--- src/rtl/program_loader.sv ---
// UART-driven boot/debug front end: loads big-endian words into instruction memory
// and drives the pipeline's enable/reset for run, step and halt control.
module program_loader #(
  parameter int          ADDR_W   = 8,
  parameter int          DEPTH    = 256,
  parameter logic [7:0]  CMD_LOAD = 8'h4C,
  parameter logic [7:0]  CMD_RUN  = 8'h52,
  parameter logic [7:0]  CMD_STEP = 8'h53,
  parameter logic [7:0]  CMD_HALT = 8'h48,
  parameter logic [7:0]  ACK_BYTE = 8'h4B
) (
  input  logic              clk,
  input  logic              rst_n,
  input  logic [7:0]        rx_data,
  input  logic              rx_valid,
  input  logic              tx_busy,
  output logic [7:0]        tx_data,
  output logic              tx_start,
  output logic              imem_we,
  output logic [ADDR_W-1:0] imem_addr,
  output logic [31:0]       imem_wdata,
  output logic              pipe_en,
  output logic              pipe_rst_n,
  output logic              busy,
  output logic              load_err
);

  typedef enum logic [2:0] {IDLE, CNT_HI, CNT_LO, DATA, WRITE, ACK} state_t;

  localparam logic [16:0]     DEPTH_W = 17'(DEPTH);
  localparam logic [ADDR_W:0] IDX_ONE = (ADDR_W+1)'(1);

  state_t          state;
  logic [7:0]      cnt_hi;
  logic [15:0]     count;
  logic [ADDR_W:0] word_idx;
  logic [1:0]      byte_idx;
  logic [23:0]     shift;
  logic            step_pulse;

  logic [15:0]     count_in;
  logic [ADDR_W:0] idx_inc;

  assign count_in = {cnt_hi, rx_data};
  assign idx_inc  = word_idx + IDX_ONE;

  // NOTE: every register here uses <= so all updates see the pre-edge values,
  // regardless of statement order inside the block.
  always_ff @(posedge clk) begin
    if (!rst_n) begin
      state      <= IDLE;
      pipe_en    <= 1'b0;
      pipe_rst_n <= 1'b0;
      imem_we    <= 1'b0;
      imem_addr  <= '0;
      imem_wdata <= '0;
      tx_start   <= 1'b0;
      tx_data    <= '0;
      busy       <= 1'b0;
      load_err   <= 1'b0;
      cnt_hi     <= '0;
      count      <= '0;
      word_idx   <= '0;
      byte_idx   <= '0;
      shift      <= '0;
      step_pulse <= 1'b0;
    end else begin
      tx_start <= 1'b0;
      imem_we  <= 1'b0;

      // A single step closes itself one cycle later unless a command below overrides it.
      if (step_pulse) begin
        pipe_en    <= 1'b0;
        step_pulse <= 1'b0;
      end

      case (state)
        IDLE: begin
          if (rx_valid) begin
            case (rx_data)
              CMD_LOAD: begin
                pipe_en    <= 1'b0;
                pipe_rst_n <= 1'b0;
                load_err   <= 1'b0;
                step_pulse <= 1'b0;
                busy       <= 1'b1;
                state      <= CNT_HI;
              end
              CMD_RUN: begin
                pipe_en    <= 1'b1;
                step_pulse <= 1'b0;
              end
              CMD_HALT: begin
                pipe_en    <= 1'b0;
                step_pulse <= 1'b0;
              end
              CMD_STEP: begin
                if (!pipe_en && pipe_rst_n) begin
                  pipe_en    <= 1'b1;
                  step_pulse <= 1'b1;
                end
              end
              default: ;
            endcase
          end
        end

        CNT_HI: begin
          if (rx_valid) begin
            cnt_hi <= rx_data;
            state  <= CNT_LO;
          end
        end

        CNT_LO: begin
          if (rx_valid) begin
            count <= count_in;
            if (count_in == 16'd0) begin
              state <= ACK;
            end else if ({1'b0, count_in} > DEPTH_W) begin
              load_err <= 1'b1;
              busy     <= 1'b0;
              state    <= IDLE;
            end else begin
              word_idx <= '0;
              byte_idx <= '0;
              state    <= DATA;
            end
          end
        end

        DATA: begin
          if (rx_valid) begin
            byte_idx <= byte_idx + 2'd1;
            if (byte_idx == 2'd3) begin
              imem_we    <= 1'b1;
              imem_addr  <= word_idx[ADDR_W-1:0];
              imem_wdata <= {shift, rx_data};
              state      <= WRITE;
            end else begin
              shift <= {shift[15:0], rx_data};
            end
          end
        end

        WRITE: begin
          word_idx <= idx_inc;
          state    <= (16'(idx_inc) == count) ? ACK : DATA;
        end

        ACK: begin
          if (!tx_busy) begin
            tx_data    <= ACK_BYTE;
            tx_start   <= 1'b1;
            pipe_rst_n <= 1'b1;
            busy       <= 1'b0;
            state      <= IDLE;
          end
        end

        default: begin
          busy  <= 1'b0;
          state <= IDLE;
        end
      endcase
    end
  end

endmodule

--- config.mk ---
export PLATFORM = sky130hd
export DESIGN_NAME = program_loader
export DESIGN_NICKNAME = d
export VERILOG_FILES = /design/src/rtl/program_loader.sv
export SDC_FILE = /design/constraint.sdc
export NUM_CORES = 1
export LEC_CHECK = 0
export CAP_MARGIN = 30
export CORE_ASPECT_RATIO = 1.25
export CORE_MARGIN = 2
export CORE_UTILIZATION = 55
export CTS_CLUSTER_SIZE = 20
export DETAILED_ROUTE_END_ITERATION = 7
export PLACE_DENSITY = 0.78
export SLEW_MARGIN = 20
export SYNTH_ARGS = -nofsm -noshare
export SYNTH_HDL_FRONTEND = slang
export SYNTH_SLANG_ARGS = --single-unit
--- constraint.sdc ---
create_clock -name clk -period 2.51 [get_ports clk]
set_input_delay 0.502 -clock clk [delete_from_list [all_inputs] [get_ports clk]]
set_output_delay 0.502 -clock clk [all_outputs]
set_load 0.02 [all_outputs]
==> impl_metrics.json, run 1 <==
{
  "worstHoldStart": "imem_wdata[18]$_SDFFE_PN0P_",
  "cp.required_ns": 2.74,
  "gr-total-overflow": 0,
  "core_mm2": 0.008653,
  "finalPower_mw": 3.414,
  "status": "completed",
  "finalCritPeriodShare": 0.8622,
  "cts_tree": "done",
  "hold_slack_ns": 0.4602,
  "netlist_instances": 596,
  "crit_path_cell_trace": "clkdlybuf4s50_1 -> or4_4 -> o21a_4 -> nor3_2 -> o22a_2 -> buf_12 -> a31oi_4",
  "num_antenna_cells": 0,
  "numCtsBuffers": 9,
  "drt_iter0_markers": 183,
  "use_met1": 0.2960,
  "slew_violations": 0,
  "hold_viol": 0,
  "setup_violations": 0,
  "cts_hold_buf": 0,
  "synth-seq-cells": 110,
  "power.leakage_nw": 1.935,
  "clockBufferDepth": 2,
  "final_nets": 665,
  "ir_drop_v": 0.0004406,
  "ys_types": 60,
  "clock_latency_ns": 0.37,
  "floorplan.rows": 38,
  "start_util": 0.5632,
  "hp-class": "flip-flop to flip-flop",
  "cts.reportedPaths.clkPinSlew_ns": 0.10,
  "crit_buf_inv": 2,
  "seq_area_frac_synth": 0.4519,
  "cts_setup_buffers": 0,
  "port_buffers": 61,
  "cts-root-buf": "clkbuf_8",
  "netlist_area_mm2": 0.004873,
  "cts.sinks": 110,
  "ctsHtreeMaxLevel": 3,
  "path_class": "input port to flip-flop",
  "grt_util_met2": 0.4060,
  "crit_start": "rx_data[7]",
  "rsz0062_at_grt": "false",
  "final_layout_size_suffix_gt1_frac": 0.1008,
  "powerDensity_mw_per_mm2": 584.5,
  "synth_edf_count": 0,
  "die_height_um": 109.2,
  "cp.arrival_ns": 2.39,
  "fin_skew_ns": 0.01234,
  "grt-busiest-layer": "met2",
  "viasPerCell": 5.372,
  "max_freq_ghz": 0.4621,
  "drtPass1Iterations": 4,
  "slowest_stage": "or4_4",
  "grt_pass1_vias": 4011,
  "layout_min_cycle_time_ns": 2.164,
  "remaining_drc_errors": 0,
  "max_stage_delay_ns": 0.57,
  "wire_per_inst_um": 14.12,
  "wl_mm": 10.94,
  "cpLargestDelayFamily": "simple AND/OR/NAND/NOR gates",
  "grt_pass1_wl_mm": 18.22,
  "grt_max_degree": 63,
  "start_kind": "input port",
  "cap_violations": 0,
  "endpoint_kind": "flip-flop",
  "area_growth_pct": 19.85,
  "synth_flop_cell": "dfxtp_1",
  "cts_resized": 0,
  "syn_avg_cell_area_um2": 8.177,
  "ys_async_sr_fraction": 0,
  "use_met3": 0.04618,
  "place_hpwl_mm": 7.958,
  "worst_slew_pin_slew_ns": 0.6880,
  "vias": 4163,
  "cp_max_fo": 9,
  "gp_congestion": 0.9078,
  "r2r_start": "word_idx[1]$_SDFFE_PN0P_",
  "grt_use_total": 0.2386,
  "ant_nets": 0,
  "antenna_found_initial": 0,
  "die_w_um": 88.20,
  "yosys_warnings": 0,
  "io_pins": 66,
  "die_area_mm2": 0.009634,
  "tns_ns": 0,
  "max_slew_margin": 0.5408
}
[placed cells by master, fill, tap and decap left out, types with 3 or more instances in the layout]
master,netlist,final
nand2b_1,3,3
nor2b_1,3,3
buf_12,0,3
inv_1,7,7
clkbuf_8,0,10
or3_1,3,3
o21ai_0,18,18
nor3_2,2,3
xnor2_1,5,5
nand2_1,199,199
nor2_1,11,11
clkdlybuf4s50_1,0,60
a21oi_1,28,28
a21boi_0,69,69
and3_1,5,5
xor2_1,6,6
a31oi_4,5,5
nor3_1,10,9
dfxtp_1,110,110
buf_4,7,26
conb_1,1,4
nand3_1,9,9
nand3b_1,4,4
[where the power goes]
| part | switching (mW) | internal, mW | total [mW] |
|---|---|---|---|
| sequential | 0.0847 | 1.79 | 1.87 |
| combinational | 0.338 | 0.243 | 0.580 |
| clock | 0.573 | 0.389 | 0.962 |
[stage by stage]
stage,setup slack [ns],instances,util,instance area (µm²)
floorplan,0.5134,599,-,4885
global placement,0.002762,760,0.6551,5669
detailed placement,-0.03653,760,0.6551,5669
CTS,0.3684,775,0.6750,5841
global route,0.1969,775,0.6750,5841
finish,0.3458,775,0.6750,5841
[state kept, by name, indices dropped and copies added, names as in the netlist]
register    cells
imem_wdata     32
shift          24
count          16
word_idx        9
cnt_hi          8
imem_addr       8
state           3
byte_idx        2
busy            1
imem_we         1
load_err        1
pipe_en         1
pipe_rst_n      1
step_pulse      1
tx_data         1
tx_start        1
[synthesized netlist by cell type (3+ instances only)]
library cell  count  share of area
nor3_1           10          0.010
a21oi_1          28          0.029
buf_4             7          0.011
or3_1             3         0.0039
a31oi_4           5          0.022
and3_1            5         0.0064
nand2b_1          3         0.0039
dfxtp_1         110           0.45
xor2_1            6          0.011
buf_2             7         0.0072
nor2_1           11         0.0085
clkbuf_1         32          0.025
inv_1             7         0.0054
xnor2_1           5         0.0090
nand2_1         199           0.15
a21boi_0         69           0.11
nand3b_1          4         0.0062
nand3_1           9         0.0092
nor2b_1           3         0.0039
o21ai_0          18          0.018
[tightest hold or removal path, cell delays in order, from the launching register on]
cell	delay (ns)
dfxtp_1	0.32
nand2_1	0.05
a21oi_1	0.05
[final cells by class]
cell class | instances | area (µm²)
multi-input combinational | 433 | 2430
sequential | 110 | 2202
fill | 772 | 2813
timing repair buffer | 90 | 860.8
inverter | 7 | 26.28
clock inverter | 4 | 30.03
tap | 120 | 150.1
clock buffer | 11 | 141.4
[layer usage]
metal / share of wire / vias to the layer above
met3: 0.031 / 11
met4: 0.013 / 0
met5: 0 / -
met1: 0.44 / 1964
met2: 0.52 / 84
li1: - / 2104
[worst paths after layout]
kind	endpoint	slack, ns	cells past startpoint
worst min register to register	imem_wdata[18]$_SDFFE_PN0P_	0.46	2
worst max-delay path	word_idx[7]$_SDFFE_PN0P_	0.35	7
worst min-delay path	imem_wdata[18]$_SDFFE_PN0P_	0.46	2
worst max register to register	state[1]$_SDFFE_PN0P_	0.49	6
[cell families (layout without fill, tap and decap cells)]
logic type | count (synthesis) | count (layout) | share of synthesized area
compound gates | 149 | 149 | 0.2277
xor+xnor | 11 | 11 | 0.01977
fa+ha+maj | 2 | 2 | 0.005134
buf+inv | 56 | 112 | 0.05289
flops | 110 | 110 | 0.4519
mux | 2 | 2 | 0.004108
other cells | 1 | 4 | 0.0007695
simple gates | 265 | 265 | 0.2377
Power figures use the tool's default switching activity.
==> run 2: changes to the inputs <==
==> constraint.sdc (replaced) <==
create_clock -name clk -period 2.51 [get_ports clk]
set_input_delay 0.502 -clock clk [delete_from_list [all_inputs] [get_ports clk]]
set_output_delay 0.502 -clock clk [all_outputs]
set_load 0.05 [all_outputs]
==> results of run 2 <==
Same layout as run 1 (identical final DEF). Status: completed.
Main changes from that run: total power 3.414 mW -> 3.423 mW
==> run 3: changes to the inputs <==
Settings changed: CELL_PAD_IN_SITES_DETAIL_PLACEMENT set to 0, CELL_PAD_IN_SITES_GLOBAL_PLACEMENT set to 1, CORE_UTILIZATION 55 to 41, SETUP_SLACK_MARGIN set to 0.05.
==> run 3 against run 2 <==
Final cell count rose by 5.5%. Combinational power increased by 2%. Sequential share of layout area shrank 1.7 points. Hold slack worse by 0.0052 ns. Global-route usage fell by 4.7 points. First-iteration DRC count is 8.7% lower. Worst setup slack worse by 0.088 ns. Power is 23% higher. Critical path type unchanged. Largest power group unchanged.
==> impl_metrics.json, run 3 (synthesis results as in run 1) <==
{
  "multiInputGateArea_mm2": 0.002430,
  "post-route-util": 0.5260,
  "ctsHtreeMaxLevel": 3,
  "cts.sinks": 110,
  "wire_per_inst_um": 14.19,
  "ant_nets": 0,
  "slew_violations": 0,
  "largest_reg_flops": 32,
  "grt_pass1_vias": 3892,
  "layout.cells.most_common": "nand2_1",
  "setup_violations": 0,
  "rsz0062_at_grt": "false",
  "cts_tree": "done",
  "power.leakage_nw": 2.026,
  "hp-class": "flip-flop to flip-flop",
  "drtPass1Iterations": 4,
  "core_mm2": 0.01162,
  "powerDensity_mw_per_mm2": 687.3,
  "cts-root-buf": "clkbuf_16",
  "final-instance-count-excl-fill": 818,
  "finalPower_mw": 4.199,
  "die_area_mm2": 0.01278,
  "wl_mm": 11.61,
  "fillers": 1130,
  "cap_violations": 0,
  "hold_slack_ns": 0.4550,
  "numCtsBuffers": 9,
  "max_freq_ghz": 0.4440,
  "dp_cells": 802,
  "max_stage_delay_ns": 0.59,
  "clockBufferDepth": 2,
  "gp_congestion": 0.8580,
  "cp.arrival_ns": 2.47,
  "grt_pass1_wl_mm": 19.33,
  "remaining_drc_errors": 0,
  "vias": 4117,
  "start_kind": "input port",
  "viasPerCell": 5.033,
  "port_buffers": 61,
  "ir_drop_v": 0.0003718,
  "worst_slew_pin_slew_ns": 0.6753,
  "regMostFlops": "imem_wdata",
  "place_hpwl_mm": 8.303,
  "cts.reportedPaths.clkPinSlew_ns": 0.07,
  "final_cell_mix": "nand2_1, dfxtp_1, a21boi_0",
  "m1WireLength_mm": 5.188,
  "die_height_um": 125.9,
  "drt_iter0_markers": 167,
  "path_class": "input port to flip-flop",
  "clock_latency_ns": 0.35,
  "layout_min_cycle_time_ns": 2.252,
  "fin_skew_ns": 0.009716,
  "max_slew_margin": 0.5493,
  "final_layout_size_suffix_gt1_frac": 0.1050,
  "crit_path_cell_trace": "clkdlybuf4s50_1 -> or4_4 -> o21a_4 -> nor3_2 -> o22a_2 -> buf_12 -> a31oi_4",
  "cp_max_fo": 9,
  "endpoint_kind": "flip-flop",
  "cts_hold_buf": 0,
  "slowest_stage": "or4_4",
  "cp.required_ns": 2.73,
  "wl_met2_mm": 5.873,
  "hold_viol": 0,
  "start_util": 0.4195,
  "io_pins": 66,
  "die_w_um": 101.5,
  "floorplan.rows": 44,
  "grt_max_degree": 55,
  "cts_setup_buffers": 0,
  "status": "completed",
  "final_nets": 666,
  "antenna_found_initial": 0,
  "grt_use_total": 0.1911,
  "area.sequential_mm2": 0.002202,
  "cts_resized": 0,
  "gr-total-overflow": 0,
  "top_regs": "imem_wdata (32), shift (24), count (16)",
  "highest_layer": "met4",
  "num_antenna_cells": 0,
  "area_growth_pct": 25.37,
  "routed-wl-met3_um": 370,
  "finalCritPeriodShare": 0.8974
}
run 3: cell type report:
class,instances,area share
Sequential cell,110,0.3604
Inverter,7,0.004301
Multi-Input combinational cell,433,0.3977
Clock buffer,9,0.03686
Timing Repair Buffer,91,0.1442
Clock inverter,7,0.02355
Tap cell,161,0.03297
run 3: worst max-delay path: cells and delay by family:
| family | cells | cell delay, ns |
|---|---|---|
| and+or+nand+nor | 2 | 0.78 |
| AOI/OAI and AO/OA | 3 | 0.52 |
| buffers and inverters | 2 | 0.65 |
run 3: path summary, 6_finish.rpt:
| kind | start | endpoint | slack [ns] | cells past startpoint |
|---|---|---|---|---|
| max | rx_data[0] | word_idx[5]$_SDFFE_PN0P_ | 0.26 | 7 |
| min reg2reg | imem_wdata[7]$_SDFFE_PN0P_ | imem_wdata[7]$_SDFFE_PN0P_ | 0.45 | 2 |
| max reg2reg | word_idx[0]$_SDFFE_PN0P_ | state[1]$_SDFFE_PN0P_ | 0.37 | 6 |
| min | imem_wdata[7]$_SDFFE_PN0P_ | imem_wdata[7]$_SDFFE_PN0P_ | 0.45 | 2 |
run 3: metrics by stage:
stage / TNS (ns) / cell area [µm²] / setup slack [ns]
after floorplan: 0 / 4885 / 0.5134
after global placement: -0.4219 / 5741 / -0.06369
after detailed placement: -0.9125 / 5741 / -0.1105
after CTS: 0 / 6110 / 0.2540
after global routing: 0 / 6110 / 0.1493
final: 0 / 6110 / 0.2575
run 3: power breakdown:
group	switching (mW)	total (mW)	internal, mW
clock network	0.643	1.72	1.08
registers	0.0883	1.88	1.79
logic	0.351	0.602	0.252
total	1.08	4.20	3.12
run 3: metal layers:
layer,up-vias,GRT usage
li1,2107,-
met1,1924,0.2428
met2,73,0.3259
met3,13,0.02275
met4,0,0.07552
met5,-,0
